--- config.mk ---
export PLATFORM = sky130hd
export DESIGN_NAME = ram_wb
export DESIGN_NICKNAME = d
export VERILOG_FILES = /design/src/rtl/ram_wb.sv
export SDC_FILE = /design/constraint.sdc
export NUM_CORES = 1
export LEC_CHECK = 0
export ABC_AREA = 0
export CORE_ASPECT_RATIO = 0.75
export CORE_MARGIN = 1
export CORE_UTILIZATION = 30
export CTS_CLUSTER_DIAMETER = 60
export DETAILED_ROUTE_END_ITERATION = 8
export GPL_TIMING_DRIVEN = 0
export PLACE_DENSITY = 0.53
export RECOVER_POWER = 25
export SYNTH_ARGS = -nofsm -noshare
export SYNTH_HDL_FRONTEND = slang
export SYNTH_SLANG_ARGS = --single-unit
--- constraint.sdc ---
create_clock -name CLK_WB -period 7.2 [get_ports CLK_WB]
set_input_delay 1.44 -clock CLK_WB [delete_from_list [all_inputs] [get_ports CLK_WB]]
set_output_delay 1.44 -clock CLK_WB [all_outputs]
set_load 0.1 [all_outputs]
--- src/rtl/ram_wb.sv ---
// ram_wb: write-back stage holding RAM words 0..7 and a handshaked output port register IO64.
module ram_wb #(
  parameter logic [7:0] IO_OUT_AD = 8'h40
) (
  input  logic        CLK_WB,
  input  logic        RESET,
  input  logic        WEN,
  input  logic [7:0]  RAM_AD_IN,
  input  logic [15:0] RAM_IN,
  input  logic        IO64_ACK,
  output logic [15:0] RAM0,
  output logic [15:0] RAM1,
  output logic [15:0] RAM2,
  output logic [15:0] RAM3,
  output logic [15:0] RAM4,
  output logic [15:0] RAM5,
  output logic [15:0] RAM6,
  output logic [15:0] RAM7,
  output logic [15:0] IO64_OUT,
  output logic        IO64_VALID,
  output logic        BUSY,
  output logic        AD_ERR,
  output logic        IO_OVR
);
  typedef enum logic {IDLE, PEND} state_t;
  state_t      state_q, state_d;
  logic [15:0] ram_q [8];
  logic [15:0] io_q, io_d;
  logic        ad_err_q, ad_err_d, io_ovr_q, io_ovr_d, ram_hit, io_hit, io_load;
  // RAM words take precedence so a port address inside 0..7 cannot double-decode
  always_comb begin
    ram_hit  = WEN && (RAM_AD_IN < 8'd8);
    io_hit   = WEN && (RAM_AD_IN == IO_OUT_AD) && !ram_hit;
    io_load  = io_hit && (state_q == IDLE);
    io_ovr_d = io_hit && (state_q == PEND);
    ad_err_d = WEN && !ram_hit && !io_hit;
    io_d     = io_load ? RAM_IN : io_q;
    state_d  = io_load ? PEND : (IO64_ACK ? IDLE : state_q);
  end
  always_ff @(posedge CLK_WB or posedge RESET) begin
    if (RESET) begin
      for (int i = 0; i < 8; i++) ram_q[i] <= '0;
      io_q     <= '0;
      state_q  <= IDLE;
      ad_err_q <= 1'b0;
      io_ovr_q <= 1'b0;
    end else begin
      if (ram_hit) ram_q[RAM_AD_IN[2:0]] <= RAM_IN;
      io_q     <= io_d;
      state_q  <= state_d;
      ad_err_q <= ad_err_d;
      io_ovr_q <= io_ovr_d;
    end
  end
  assign RAM0       = ram_q[0];
  assign RAM1       = ram_q[1];
  assign RAM2       = ram_q[2];
  assign RAM3       = ram_q[3];
  assign RAM4       = ram_q[4];
  assign RAM5       = ram_q[5];
  assign RAM6       = ram_q[6];
  assign RAM7       = ram_q[7];
  assign IO64_OUT   = io_q;
  assign IO64_VALID = (state_q == PEND);
  assign BUSY       = (state_q == PEND);
  assign AD_ERR     = ad_err_q;
  assign IO_OVR     = io_ovr_q;
endmodule

==> results.md, run 1 <==
- Leak pwr: ~3.9 nW
- Slowest library cell on the worst path: nand4_1
- XOR/XNOR share of the synthesized area: 0%
- Slew margin rel.: -82.7%
- DRT antenna net count: 0
- Placed Instances: roughly 750
- Setup CP Type: input port to flop
- Setup violations, final: 0
- Critical Path AT: roughly 4000 ps
- # rows: 43
- Crit path max fanout: 10
- Core box area: around 19000 µm²
- H-tree levels: 4
- Post_cts resized: 0
- Die width: between 150 and 200 µm
- Layout cell share with drive strength beyond 1: 36.3%
- Part of the Yosys area used for sequential elements: approximately 64%
- FF+latch count, synth: between 100 and 150
- RSZ-0062 raised after global routing: no
- Detailed Place HPWL: around 11000 µm
- Slew @ Worst Pin: 2730 ps
- Die height: around 120 µm
- Antenna cells: 0
- Logic pwr share: a little over a fifth
- Post-layout nets: around 550
- Max Clk Rate: around 270 MHz
- Fin cells: 784
- Layout area overhead: 46.5%
- Top cells by count, synth: dfrtp_1 (147), mux2_2 (124), mux2_4 (20)
- Die area: about 20000 µm²
- Post-synth design cell area: approximately 5700 µm²
- Dominant cell by count in the synthesized netlist: dfrtp_1
- Clk pin slew, worst setup/hold paths: around 60 ps
- Final hold violation count: 0
- I/O Pins: about 180
- Avg Cell Area, Syn: ~17 µm²
- Worst Path Required: around 7500 ps
- Initial antenna violation count: 0
- GR Util All Layers: 16.1%
- PD cells: between 200 and 300 nW/µm²
- Asr flop ratio synth: 100%
- Multiplexer share of the synthesized area: 29.6%
- Num CTS Buffers: 17
- Hold Path Class: flop to flop
- Largest family of logic cells by synthesized area: multiplexers
- Yosys top cell area share: between 60% and 70%
- Biggest area consumer among synthesized cells: dfrtp_1
- Wirelength per Cell: a little under 20 µm
- Remaining DRCs: 0
- YS warnings: 0
- CTS Hold Bufs: 0
- Clock sink count: around 150
- Critical path, cell by cell: clkdlybuf4s50_1, nor4b_1, nand4_1, clkbuf_1, mux2_2
- CTS root buffer: clkbuf_16
- Synth Flop Type: dfrtp_1
- Startpoint types: input port
- Initial Utilization: between 30% and 40%
- Post-Synth Adder-Cell Area: 0%
- WP buf/inv: 2
- Clock Path Buffers: 2
- First-pass GRT wire length: 23200 µm
- Failing checks: capacitance limit, slew limit
- Initial drt markers: 130
- Clock skew: 4.84 ps
- Via count: 3486
- Postcts setup bufs: 0
- Part of the power in registers: 39.2%
- Vias in the first global route: ~3700
- TritonCTS clock tree: built
- Post-Place Cell Area: just under 8000 µm²
- Status: complete, but fails checks
- Max Cap Viol: 1
- DRT Pass-1 Iters: 4
- Yosys cell types: 23
- Delay-heaviest family, CP: simple AND/OR/NAND/NOR gates
- Final Wtd Congestion: a little over 0.7
- Sw Pwr: approximately 730 µW
- Final wirelength: roughly 15000 µm
- Clk Latency, worst-skew pair: 420 ps
- Worst vdd ir: around 0.15 mV
- Compound-Gate Fraction of Synth Area: less than 1%
- Largest net degree at the start of global routing: between 80 and 90
- PortBufs: 173
- Post-synthesis cell count: approximately 330
- Crit path time final: roughly 3700 ps
- CP max stage delay: 610 ps
- Sw frac: about a third
- Via-to-Cell Ratio: between 4 and 5
- Net count after synthesis: 359
- Fin crit share: between 50% and 60%
- Fin area: 8410 µm²
- GRT overflow: 0
- Max Slew Vio Count: 61
- Post-synth EDFFs: 0
- Fill cell total of the finished layout: about 1700
- Ranking of synthesized cells by area: dfrtp_1 (64%), mux2_2 (24%), mux2_4 (5.2%), nor4_4 (1.5%), buf_6 (0.78%)
- Crit end category: flop
- Pint: approximately 1.5 mW
- Simple-gate share of the synthesized area: 3.86%
- Clock share of power: around 40%
==> cells in the final DEF, fill, tap and decap left out, drive strengths merged, types with 3 or more instances in the layout <==
master | Yosys | layout
nand4 | 3 | 3
nor4 | 5 | 5
buf | 10 | 11
mux2 | 144 | 144
clkbuf | 4 | 24
clkdlybuf4s50 | 0 | 172
clkinvlp | 0 | 4
inv | 3 | 4
dfrtp | 147 | 147
clkinv | 0 | 4
bufinv | 0 | 3
==> power by group through the flow <==
stage,logic (mW),clock network (mW),registers [mW]
5_1_grt,0.485,0.963,0.890
3_3_place_gp,0.470,0,0.899
4_1_cts,0.475,0.926,0.885
2_1_floorplan,0.0591,0,1.18
3_5_place_dp,0.474,0,0.900
6_report,0.471,0.902,0.885
==> per-stage QoR <==
stage / power [mW] / hold WS, ps / worst slack (ps) / TNS, ps / util (%)
global route: 2.34 / 512 / 3230 / 0 / 45.2
detailed placement: 1.37 / 494 / 3030 / 0 / 42.0
floorplan: 1.24 / 1040 / 1810 / 0 / -
CTS: 2.29 / 508 / 3450 / 0 / 45.2
finish: 2.26 / 502 / 3510 / 0 / 45.2
global placement: 1.37 / 488 / -260 / -36190 / 41.8
==> routing by layer <==
layer	GRT usage (%)	routed length, µm	vias up
li1	-	-	1580
met1	22.3	7290	1812
met2	24.4	7040	80
met3	4.36	707	14
met5	0	0	-
met4	5.25	177	0
==> kinds of logic (layout without fill, tap and decap cells) <==
group	Yosys count	in the layout
flops	147	147
simple gates	21	21
buf+inv	17	223
compound gates	2	2
mux	144	144
==> flip-flops by register name, indices dropped and copies added (netlist names), 16 cells and up <==
signal,cells
RAM3,16
RAM7,16
IO64_OUT,16
RAM0,16
RAM4,16
RAM2,16
RAM1,16
RAM5,16
RAM6,16
==> path summary, 6_finish.rpt <==
path                       cells after the start    startpoint  slack, ps           end
max in group asynchronous                      3         RESET       3690       RAM2[9]
min in group asynchronous                      2         RESET       2250       RAM6[0]
min                                            1       RAM1[3]        500       RAM1[3]
max                                            5  RAM_AD_IN[6]       3510  IO64_OUT[15]
max reg2reg                                    4          BUSY       5140  IO64_OUT[15]
min reg2reg                                    1       RAM1[3]        500       RAM1[3]
==> area by class of cell <==
cell class	count	area [µm²]	area share, %
buffer	14	120	1.43
sequential	147	3680	43.7
multi-input combinational	167	1930	23.0
clock buffer	20	447	5.31
timing repair buffer	174	1760	20.9
clock inverter	12	154	1.83
tap	247	309	3.67
inverter	3	12.5	0.149
Note: power is estimated with default switching activity, not from simulation.
==> inputs of run 2 (changes only) <==
--- a/config.mk
+++ b/config.mk
@@ -12,7 +12,7 @@
 export CTS_CLUSTER_DIAMETER = 60
 export DETAILED_ROUTE_END_ITERATION = 8
 export GPL_TIMING_DRIVEN = 0
-export PLACE_DENSITY = 0.53
+export PLACE_DENSITY = 0.55
 export RECOVER_POWER = 25
 export SYNTH_ARGS = -nofsm -noshare
 export SYNTH_HDL_FRONTEND = slang
==> constraint.sdc (replaced) <==
create_clock -name CLK_WB -period 3 [get_ports CLK_WB]
set_input_delay 0.6 -clock CLK_WB [delete_from_list [all_inputs] [get_ports CLK_WB]]
set_output_delay 0.6 -clock CLK_WB [all_outputs]
set_load 0.1 [all_outputs]
==> results.md, run 2 (synthesis results as in run 1) <==
- Slowest library cell on the worst path: nor4_4
- Clock Path Buffers: 2
- Pint: 3.64 mW
- First-pass GRT wire length: 23200 µm
- Met3 wire len: about 930 µm
- Post-layout nets: between 500 and 600
- Antenna cells: 0
- Largest net degree at the start of global routing: 43
- Slew margin rel.: -12.6%
- Most frequent cells in the layout: clkdlybuf4s50_1 (171), dfrtp_1 (147), mux2_2 (124), mux2_4 (20), clkbuf_16 (17)
- Pre-CTS WS: -305 ps
- DRT antenna net count: 0
- Setup ws final: about 190 ps
- Leak pwr: ~3.9 nW
- Crit path max fanout: 10
- Failing checks: capacitance limit, slew limit
- Fin cells: roughly 790
- Clk pin slew, worst setup/hold paths: 60 ps
- Num CTS Buffers: 17
- Die area: 19700 µm²
- Startpoint types: input port
- Max layer used: met4
- Clock skew: around 7.8 ps
- Max Cap Viol: 1
- Vias in the first global route: about 3700
- Critical Path AT: just over 3000 ps
- Part of the power in registers: roughly 40%
- Sw frac: 32.5%
- GRT overflow: 0
- PD cells: between 600 and 700 nW/µm²
- H-tree levels: 4
- Max Slew Vio Count: 39
- Most common cell after layout, fill and taps aside: clkdlybuf4s50_1
- Delay-heaviest family, CP: simple AND/OR/NAND/NOR gates
- Hold Path Class: input port to flop
- M1 wire length: between 7000 and 8000 µm
- Detailed Place HPWL: roughly 11000 µm
- Setup CP Type: input port to flop
- Total power: between 5 and 6 mW
- Layout cell share with drive strength beyond 1: a little under two fifths
- CTS root buffer: clkbuf_16
- Setup_tns: 0 ps
- Clk Latency, worst-skew pair: approximately 420 ps
- Worst Path Required: roughly 3300 ps
- TritonCTS clock tree: built
- Layout area overhead: 46.4%
- Setup violations, final: 0
- Sw Pwr: roughly 1.7 mW
- Crit path time final: ~2800 ps
- Clock share of power: 39.6%
- Status: complete, but fails checks
- Slew @ Worst Pin: 1680 ps
- Remaining DRCs: 0
- Via-to-Cell Ratio: roughly 4.5
- WP buf/inv: 3
- DRT Pass-1 Iters: 4
- Core box area: about 19000 µm²
- Logic pwr share: around a fifth
- Final wirelength: about 15000 µm
- I/O Pins: approximately 180
- Max Clk Rate: approximately 360 MHz
- Worst vdd ir: around 0.33 mV
- Fin crit share: a little over nine tenths
- Crit end category: flop
- GR Util All Layers: between 10% and 20%
- CP max stage delay: approximately 750 ps
- Final hold violation count: 0
- Final hold slack: 461 ps
- PortBufs: approximately 170
- Initial Utilization: 30.8%
- # rows: 43
- Final Wtd Congestion: around 0.72
- Wirelength per Cell: ~19 µm
- Via count: approximately 3600
- Critical path, cell by cell: clkdlybuf4s50_1, or4_4, buf_6, nor4_4, buf_8, mux2_4
- Die width: 162 µm
- Initial drt markers: about 140
- RSZ-0062 raised after global routing: no
- Initial antenna violation count: 0
- Routed wl met2: between 6000 and 7000 µm
- Placed Instances: between 700 and 800
- Clock sink count: 147
- Die height: ~120 µm
==> run 2: worst paths after layout <==
check | startpoint | slack [ps] | end | cells past startpoint
max | RAM_AD_IN[5] | 190 | RAM6[8] | 6
min | WEN | 460 | AD_ERR | 2
max reg2reg | BUSY | 1410 | IO64_OUT[7] | 4
max in group asynchronous | RESET | 600 | RAM2[6] | 3
min in group asynchronous | RESET | 1040 | RAM6[4] | 2
min reg2reg | RAM5[13] | 500 | RAM5[13] | 1
==> run 2: area by class of cell <==
type,instances,area [µm²]
clock buffer,21,470
tap,247,309
timing repair buffer,177,1760
sequential,147,3680
inverter,3,12.5
multi-input combinational,167,1930
fill,1694,10200
clock inverter,11,124
buffer,14,120
==> run 2: what timing repair did <==
item | 4_1_cts | 5_1_grt
hold buffers | 0 | 0
buffers inserted | 0 | 1
gates resized for setup | 0 | 0
endpoints found under the setup margin | 0 | 1
==> run 2: per-layer routing <==
layer,track usage [%],vias up
met1,23.0,1873
met3,4.97,16
met4,5.90,0
met2,23.0,103
li1,-,1579
met5,0,-
==> run 2: power by group through the flow <==
stage / clock (mW) / sequential [mW] / combinational [mW]
5_1_grt: 2.28 / 2.14 / 1.16
6_report: 2.13 / 2.12 / 1.13
3_3_place_gp: 0 / 2.16 / 1.13
4_1_cts: 2.20 / 2.12 / 1.14
3_5_place_dp: 0 / 2.16 / 1.14
2_1_floorplan: 0 / 2.84 / 0.142
==> run 2: worst reg2reg max path, delay by kind of cell (launching register included) <==
kind	cells	cell delay (ps)
buffers and inverters	2	560
flip-flops	1	390
multiplexers	1	410
AND/OR/NAND/NOR	1	110
==> run 2: metrics by stage <==
step / util [%] / area [µm²]
after floorplan: - / 5740
after global placement: 41.8 / 7780
after detailed placement: 42.1 / 7850
after CTS: 45.3 / 8440
after global routing: 45.1 / 8400
final: 45.1 / 8400
